$ cat src/rtl/apb2axi_cpl_tracker.sv
// Per-tag completion status table fed from the completion FIFO, with clear-on-read lookups and tag return.
// Pop, lookup, clear and tag return all land 1 cycle later; the only pop stall is a same-tag lookup in the same cycle.
module apb2axi_cpl_tracker #(
   parameter int TAG_NUM = 16,
   parameter int TAG_W   = $clog2(TAG_NUM),
   parameter int CPL_W   = 1 + TAG_W + 2 + 1 + 8
) (
   input  logic               pclk,
   input  logic               presetn,
   input  logic               cq_pop_vld,
   input  logic [CPL_W-1:0]   cq_pop_data,
   output logic               cq_pop_rdy,
   input  logic               st_rd_en,
   input  logic [TAG_W-1:0]   st_rd_tag,
   output logic               st_rd_vld,
   output logic [15:0]        st_rd_data,
   output logic               tag_free_vld,
   output logic [TAG_W-1:0]   tag_free_tag,
   input  logic               tag_free_rdy,
   input  logic               irq_en,
   output logic               irq,
   output logic [TAG_NUM-1:0] done_vec,
   output logic [15:0]        err_cnt,
   output logic               dup_err
);

   typedef struct packed {
      logic             is_write;
      logic [TAG_W-1:0] tag;
      logic [1:0]       resp;
      logic             error;
      logic [7:0]       num_beats;
   } cpl_t;

   typedef struct packed {
      logic       is_write;
      logic [1:0] resp;
      logic       error;
      logic [7:0] num_beats;
   } stat_t;

   cpl_t               cpl;
   stat_t              tbl_q [TAG_NUM];
   logic [TAG_NUM-1:0] done_q;
   stat_t              rd_sel;
   logic               rd_hit;
   logic               free_avail;
   logic               clr;
   logic               busy;
   logic               pop_fire;
   logic               pop_dup;

   assign cpl = cq_pop_data;

   // A lookup of the tag being popped would race the clear, so the pop waits a cycle.
   assign cq_pop_rdy = !(cq_pop_vld && st_rd_en && (st_rd_tag == cpl.tag));
   assign pop_fire   = cq_pop_vld && cq_pop_rdy;
   assign pop_dup    = done_q[cpl.tag];

   assign rd_sel     = tbl_q[st_rd_tag];
   assign rd_hit     = done_q[st_rd_tag];
   assign free_avail = !tag_free_vld || tag_free_rdy;
   assign clr        = st_rd_en && rd_hit && free_avail;
   assign busy       = st_rd_en && rd_hit && !free_avail;

   assign done_vec   = done_q;

   always_ff @(posedge pclk or negedge presetn) begin
      if (!presetn) begin
         done_q <= '0;
         for (int i = 0; i < TAG_NUM; i++) begin
            tbl_q[i] <= '0;
         end
      end else begin
         // Pop and clear never target the same tag: the collision stall above guarantees it.
         if (clr) begin
            done_q[st_rd_tag] <= 1'b0;
         end
         if (pop_fire && !pop_dup) begin
            done_q[cpl.tag]          <= 1'b1;
            tbl_q[cpl.tag].is_write  <= cpl.is_write;
            tbl_q[cpl.tag].resp      <= cpl.resp;
            tbl_q[cpl.tag].error     <= cpl.error;
            tbl_q[cpl.tag].num_beats <= cpl.num_beats;
         end
      end
   end

   always_ff @(posedge pclk or negedge presetn) begin
      if (!presetn) begin
         st_rd_vld  <= 1'b0;
         st_rd_data <= '0;
      end else begin
         st_rd_vld <= st_rd_en;
         if (st_rd_en) begin
            st_rd_data <= {rd_hit, rd_sel.is_write, rd_sel.resp, rd_sel.error,
                           busy, 2'b00, rd_sel.num_beats};
         end
      end
   end

   always_ff @(posedge pclk or negedge presetn) begin
      if (!presetn) begin
         tag_free_vld <= 1'b0;
         tag_free_tag <= '0;
      end else begin
         if (clr) begin
            tag_free_vld <= 1'b1;
            tag_free_tag <= st_rd_tag;
         end else if (tag_free_rdy) begin
            tag_free_vld <= 1'b0;
         end
      end
   end

   always_ff @(posedge pclk or negedge presetn) begin
      if (!presetn) begin
         irq     <= 1'b0;
         err_cnt <= '0;
         dup_err <= 1'b0;
      end else begin
         irq <= irq_en && (|done_q);
         // Duplicates still count toward the error total.
         if (pop_fire && cpl.error && (err_cnt != 16'hFFFF)) begin
            err_cnt <= err_cnt + 16'd1;
         end
         if (pop_fire && pop_dup) begin
            dup_err <= 1'b1;
         end
      end
   end

endmodule

$ cat config.mk
export PLATFORM = sky130hd
export DESIGN_NAME = apb2axi_cpl_tracker
export DESIGN_NICKNAME = d
export VERILOG_FILES = /design/src/rtl/apb2axi_cpl_tracker.sv
export SDC_FILE = /design/constraint.sdc
export NUM_CORES = 1
export LEC_CHECK = 0
export CAP_MARGIN = 20
export CORE_UTILIZATION = 50
export CTS_CLUSTER_SIZE = 40
export DETAILED_ROUTE_END_ITERATION = 8
export PLACE_DENSITY_LB_ADDON = 0.05
export RECOVER_POWER = 100
export SKIP_LAST_GASP = 1
export SYNTH_ARGS = -nofsm -noshare
export SYNTH_HDL_FRONTEND = slang
export SYNTH_SLANG_ARGS = --single-unit
$ cat constraint.sdc
create_clock -name pclk -period 3.9 [get_ports pclk]
set_input_delay 0.975 -clock pclk [delete_from_list [all_inputs] [get_ports pclk]]
set_output_delay 0.975 -clock pclk [all_outputs]
set_load 0.005 [all_outputs]
# --- After elaboration in Yosys (flattened, before gate mapping) ---
# Cells that the tools add are included.
totals:
  elab_cells: 135
  regBits: 246
  input_bits: 26
  out_inout_bits: 57
classes:
  magnitude_cmp: 7
  bitwise_logic: 5
  addsub: 1
  n_mux: 27
  eq_ne: 2
  n_reduce_logical: 21
op_table:
  columns: ["operator", "count"]
  rows:
  - ["$bwmux W192", 4]
  - ["$demux W12 S4", 4]
  - ["$bmux W12 S4", 1]
  - ["$mux W12", 3]
  - ["$mux W16", 2]
  - ["$add A16 B1 Y16 const B", 1]
  - ["$and A16 B16 Y16", 1]
  - ["$ne A16 B16 Y1 const B", 1]
  - ["$not A16 Y16", 1]
  - ["$or A16 B16 Y16", 1]
  - ["$reduce_or A16 Y1", 1]
  - ["$logic_and A1 B1 Y1", 14]
  - ["$mux W11", 1]
  - ["$ge A5 B5 Y1 const B", 2]
  - ["$lt A4 B5 Y1 const B", 2]
  - ["$not A4 Y5", 2]
  - ["$mux W9", 1]
  - ["$bmux W1 S4", 2]
  - ["$demux W1 S4", 2]
  - ["$ge A4 B1 Y1 const B", 2]
  - ["$mux W8", 1]
  - ["$mux W1", 6]
  - ["$lt A5 B1 Y1 const B", 1]
  - ["$eq A4 B4 Y1", 1]
  - ["3 further kinds", 6]

# --- Longest topological paths before layout ---
logic_depth:
  depth_word: 9
  ltp_mapped: 9
  ltp_nobuf: 6

# --- Worst setup path before layout ---
# OpenSTA, ideal clock, no wires.
synth_path:
  path_kind: "input -> register"
  from: "input port cq_pop_data[14]"
  to: "register tbl_q[158] (netlist bit)"
  setup_time_ns: 0.125
  arrival_time_ns: 2.803
  setup_slack_ns: 0.972
  stages: 6
  n_path_buf: 2
  path_cell_list: "buf_1 > mux4_2 > or4b_1 > nor2_2 > buf_6 > mux2_2"
synth_between:
  elab_chain_cells: 6
synth_rtl:
  columns: ["item", "line_no", "source"]
  rows:
  - ["start: declaration", "11", "input logic [CPL_W-1:0] cq_pop_data,"]
  - ["$not A4 Y5 (implied by the code)", null, null]
  - ["$ge A5 B5 Y1 (implied by the code), or another cell as far along", "84", "tbl_q[cpl.tag].num_beats <= cpl.num_beats;"]
  - ["$logic_and A1 B1 Y1 (implied by the code) / $bwmux W192 (equally long branches)", "84, 81", null]
  - ["$mux W8 (implied by the code) / $bwmux W192 (equally long branches)", "84, 82", null]
  - ["$demux W12 S4 / $bwmux W192 (equally long branches)", "84, 83", null]
  - ["$bwmux W192", "84", null]
  - ["end: declaration", "43", "stat_t tbl_q [TAG_NUM];"]
# Several ways; a longest one is shown, not always the timed one. The select of a mux whose other input is x is not followed.
# A chain may end at the register's enable or synchronous reset.

# --- Worst setup path after layout ---
layout_path:
  from: "input port cq_pop_data[12]"
  to: "output port cq_pop_rdy"
layout_between:
  elab_chain_cells: 3
layout_rtl:
  columns: ["item", "line_no", "source"]
  rows:
  - ["$eq A4 B4 Y1", "56", "assign cq_pop_rdy = !(cq_pop_vld && st_rd_en && (st_rd_tag == cpl.tag));"]
  - ["$logic_and A1 B1 Y1", "56", null]
  - ["$logic_not A1 Y1", "56", null]
  - ["end: declaration", "12", "output logic cq_pop_rdy,"]
# Every way passes these cells.

==> qor.csv <==
stage,metric,value,unit
outcome,outcome,finished with violations,
outcome,failing checks,"capacitance limit, slew limit",
synthesis,area share of the leading cell type in the synthesized netlist,51.98,%
sta,Rel. slew slack,-89.70,%
power_and_ir_drop,Clk pwr share,27.9,%
finish,Nets,918,
routing,DRT iter0 DRCs,412,
critical_path,crit path cell chain,dlygate4sd3_1 > xnor2_1 > nand2_1 > nor2_1 > nand2_1 > clkdlybuf4s50_1,
clock_network,CTS H-Tree Depth,1,
synthesis,Synth warnings,0,
clock_network,"Reg clk slew, reported paths",60,ps
floorplan,Cell Rows,55,
clock_network,TritonCTS clock tree,built,
sta,clock skew,18.68,ps
synthesis,Compound-Gate Fraction of Synth Area,3.053,%
routing,Residual DRC,0,
global_route,met2 usage,40.52,%
routing,Post-DRT Antenna Nets,0,
clock_network,"Gates resized, CTS repair",0,
flow_run,Max-Cap Viols,1,
critical_path,CP max stage delay,750,ps
floorplan,Die X,155.9,µm
power_and_ir_drop,total power,8518,µW
sta,Fmax achieved,279.3,MHz
finish,Non-Filler Instances,1219,
critical_path,"most used cell, CP",nand2_1,
placed_design,RD Place Congestion,0.8887,
global_route,first-pass GRT wire length,45.42,mm
power_and_ir_drop,leak pwr,0.005853,µW
critical_path,CP max FO,6,
sta,final hold viol count,0,
synthesis,Main synth FF type,dfrtp_1,
synthesis,XOR/XNOR Fraction of Synth Area,1.405,%
synthesis,Synth area leaders,"dfrtp_1 (52%), mux2_2 (15%), mux4_2 (9.7%)",
sta,RSZ-0062 raised after global routing,no,
routing,DRT Pass-1 Iters,4,
sta,final period demand of the worst path,3580,ps
critical_path,Worst EP required,2920,ps
power_and_ir_drop,sequential share of power,47.6,%
finish,area grow syn2layout,13.65,%
synthesis,#FFs+latches synth,246,
power_and_ir_drop,switching portion of total power,27.54,%
finish,fillers,1850,
routing,via count,7185,
critical_path,crit end category,output port,
global_route,total gr overflow,0,
clock_network,CTS root buffer,clkbuf_16,
sta,setup ws final,319.6,ps
sta,Least-Margin Pin Slew,2846,ps
global_route,M1 GR Usage,33.90,%
placed_design,Place WS,235.9,ps
synthesis,"Avg Cell Area, Syn",14.77,µm²
critical_path,slowest CP cell,dlygate4sd3_1,
synthesis,Post-Synth Adder-Cell Area,0.1056,%
floorplan,IO Pins,83,
critical_path,CP bufs+invs,2,
critical_path,CP startpoint kind,input pin,
sta,fin crit share,91.80,%
synthesis,distinct cell type count after synthesis,50,
synthesis,synthesized area,11840,µm²
clock_network,clock sink total,246,
critical_path,critical path class,in2out,
min_path,Hold WC Path Type,reg2reg,
clock_network,hold-fix buffers at CTS,0,
clock_network,postcts setup bufs,0,
power_and_ir_drop,Switch Pwr,2346,µW
synthesis,Synth async-reset ratio,100.0,%
critical_path,Worst Path Arrival,2610,ps
global_route,busiest grt layer,met2,
power_and_ir_drop,Peak VDD IR,332.7,µV
global_route,initial antenna violation count,0,
global_route,vias in the first global route,7781,
floorplan,DIE HEIGHT,155.9,µm
floorplan,starting density of the core,51.68,%
sta,final setup violation count,0,
floorplan,Die ar.,24310,µm²
finish,layout cells sized above 1,31.35,%
critical_path,crit-path leading delay family,buffers and inverters,
finish,design area,13460,µm²
synthesis,largest family of logic cells by synthesized area,multiplexers,
clock_network,Max Buffers Root-to-Sink,3,
routing,via/cell ratio,5.894,
synthesis,post-synthesis mux area share,33.36,%
power_and_ir_drop,Power per Cell Area,632.8,nW/µm²
finish,# diodes,0,
global_route,GRT Total Usage,24.54,%
global_route,largest net degree at the start of global routing,113,
synthesis,Post-Synth Simple-Gate Area,6.909,%
power_and_ir_drop,combinational share of power,24.5,%
global_route,met3 global-route usage,4.056,%
synthesis,Synth area leader,dfrtp_1,
clock_network,clk_lat worst skew,530,ps
placed_design,Placed Cells,1175,
finish,register area,6156,µm²
synthesis,post-synthesis sequential area ratio,51.98,%
floorplan,Core ar.,22920,µm²
synthesis,Gate Count Post-Synth,802,
clock_network,Num CTS Buffers,27,
synthesis,Post-synth EDFFs,0,
routing,total wire length,28.14,mm
placed_design,Buffers on Ports,80,
routing,WL/cell,23.08,µm
sta,setup_tns,0,ps
sta,"Slew Viols, Final",113,
power_and_ir_drop,Int Power,6172,µW
finish,multi-input logic area,5021,µm²
placed_design,placed cell area,13120,µm²
placed_design,Detailed Place HPWL,17.97,mm
==> power groups by stage <==
stage | logic [µW] | registers [µW] | clock network (µW)
4_1_cts | 2380 | 4070 | 2440
3_5_place_dp | 2360 | 4090 | 0
3_3_place_gp | 2300 | 4040 | 0
6_report | 2090 | 4060 | 2370
5_1_grt | 2280 | 4160 | 2540
2_1_floorplan | 1600 | 3880 | 0
==> cells in the final DEF (no fill, tap or decap), drive strengths merged, types with 8 or more instances in the layout <==
master         instances
nor4                  10
nand4                  8
mux4                  51
nor2                  18
nor3                  25
o21ai                 20
buf                   20
nand2b                11
dfrtp                246
nand2                 22
mux2                 211
xor2                  14
clkdlybuf4s50         19
clkbuf                67
nand3                 12
a221o                 11
dlygate4sd3           57
mux2i                 22
==> state kept, by name, summed over array words and instances, names as in the netlist <==
signal and count:
st_rd_data 14, st_rd_vld 1, tag_free_tag 4, irq 1, done_vec 16, tag_free_vld 1, tbl_q 192, err_cnt 16
dup_err 1
==> layer usage <==
metal / share of wire [%] / routed length (µm)
met3: 4.3 / 1219
met5: 0 / 0
met1: 44 / 12500
met4: 2.1 / 587
met2: 49 / 13830
==> path summary, 6_finish.rpt <==
kind,slack (ps),cells after the start,endpoint,startpoint
worst max-delay path,320,6,cq_pop_rdy,cq_pop_data[12]
worst min-delay path,470,1,dup_err,dup_err
worst max register to register,1140,5,tbl_q[183],done_vec[8]
worst min register to register,470,1,dup_err,dup_err
max in group asynchronous,820,2,tbl_q[55],presetn
min in group asynchronous,1340,1,st_rd_vld,presetn
==> logic make-up after synthesis <==
group	count (synthesis)
other	1
and+or+nand+nor	132
DFF	246
AOI/OAI and AO/OA	51
adders and majority gates	1
xor gates and xnor gates	19
buffers and inverters	68
muxes	284
==> per-stage QoR <==
step           hold slack (ps)  utilization [%]
2_1_floorplan            467.8                -
4_1_cts                  485.3            60.79
5_1_grt                  499.5            58.74
3_3_place_gp             464.9            57.24
6_report                 470.9            58.74
3_5_place_dp             474.1            57.24
==> worst reg2reg max path: cells and delay by family, from the launching register on <==
family	cells	cell delay (ps)
buffers and inverters	1	570
flip-flops	1	470
multiplexers	2	960
AND/OR/NAND/NOR	2	650
==> layout make-up <==
type | instances | area share [%]
Sequential cell | 246 | 45.73
Multi-Input combinational cell | 489 | 37.30
Timing Repair Buffer | 124 | 7.920
Clock buffer | 39 | 5.652
Tap cell | 313 | 2.909
Clock inverter | 5 | 0.3997
Inverter | 3 | 0.08366
==> synthesized netlist by cell type (4+ instances only) <==
master    number
clkbuf_1      32
mux2i_1       22
xor2_1        14
buf_2          8
nor2b_1        5
buf_1          8
a21o_1         4
a221o_1       11
or4_1          4
nand4_1        8
o21ai_0       19
nand2_1       22
mux2_4        55
buf_4          5
nor2_1        12
nor4_1         4
nand2b_1      11
dfrtp_1      246
nor2_2         6
nand3_1       12
and4_1         4
nor3_1        24
nor4_4         6
buf_6         12
mux4_2        51
mux2_2       156
xnor2_1        5
No activity file was read; power rests on OpenSTA's default activity.
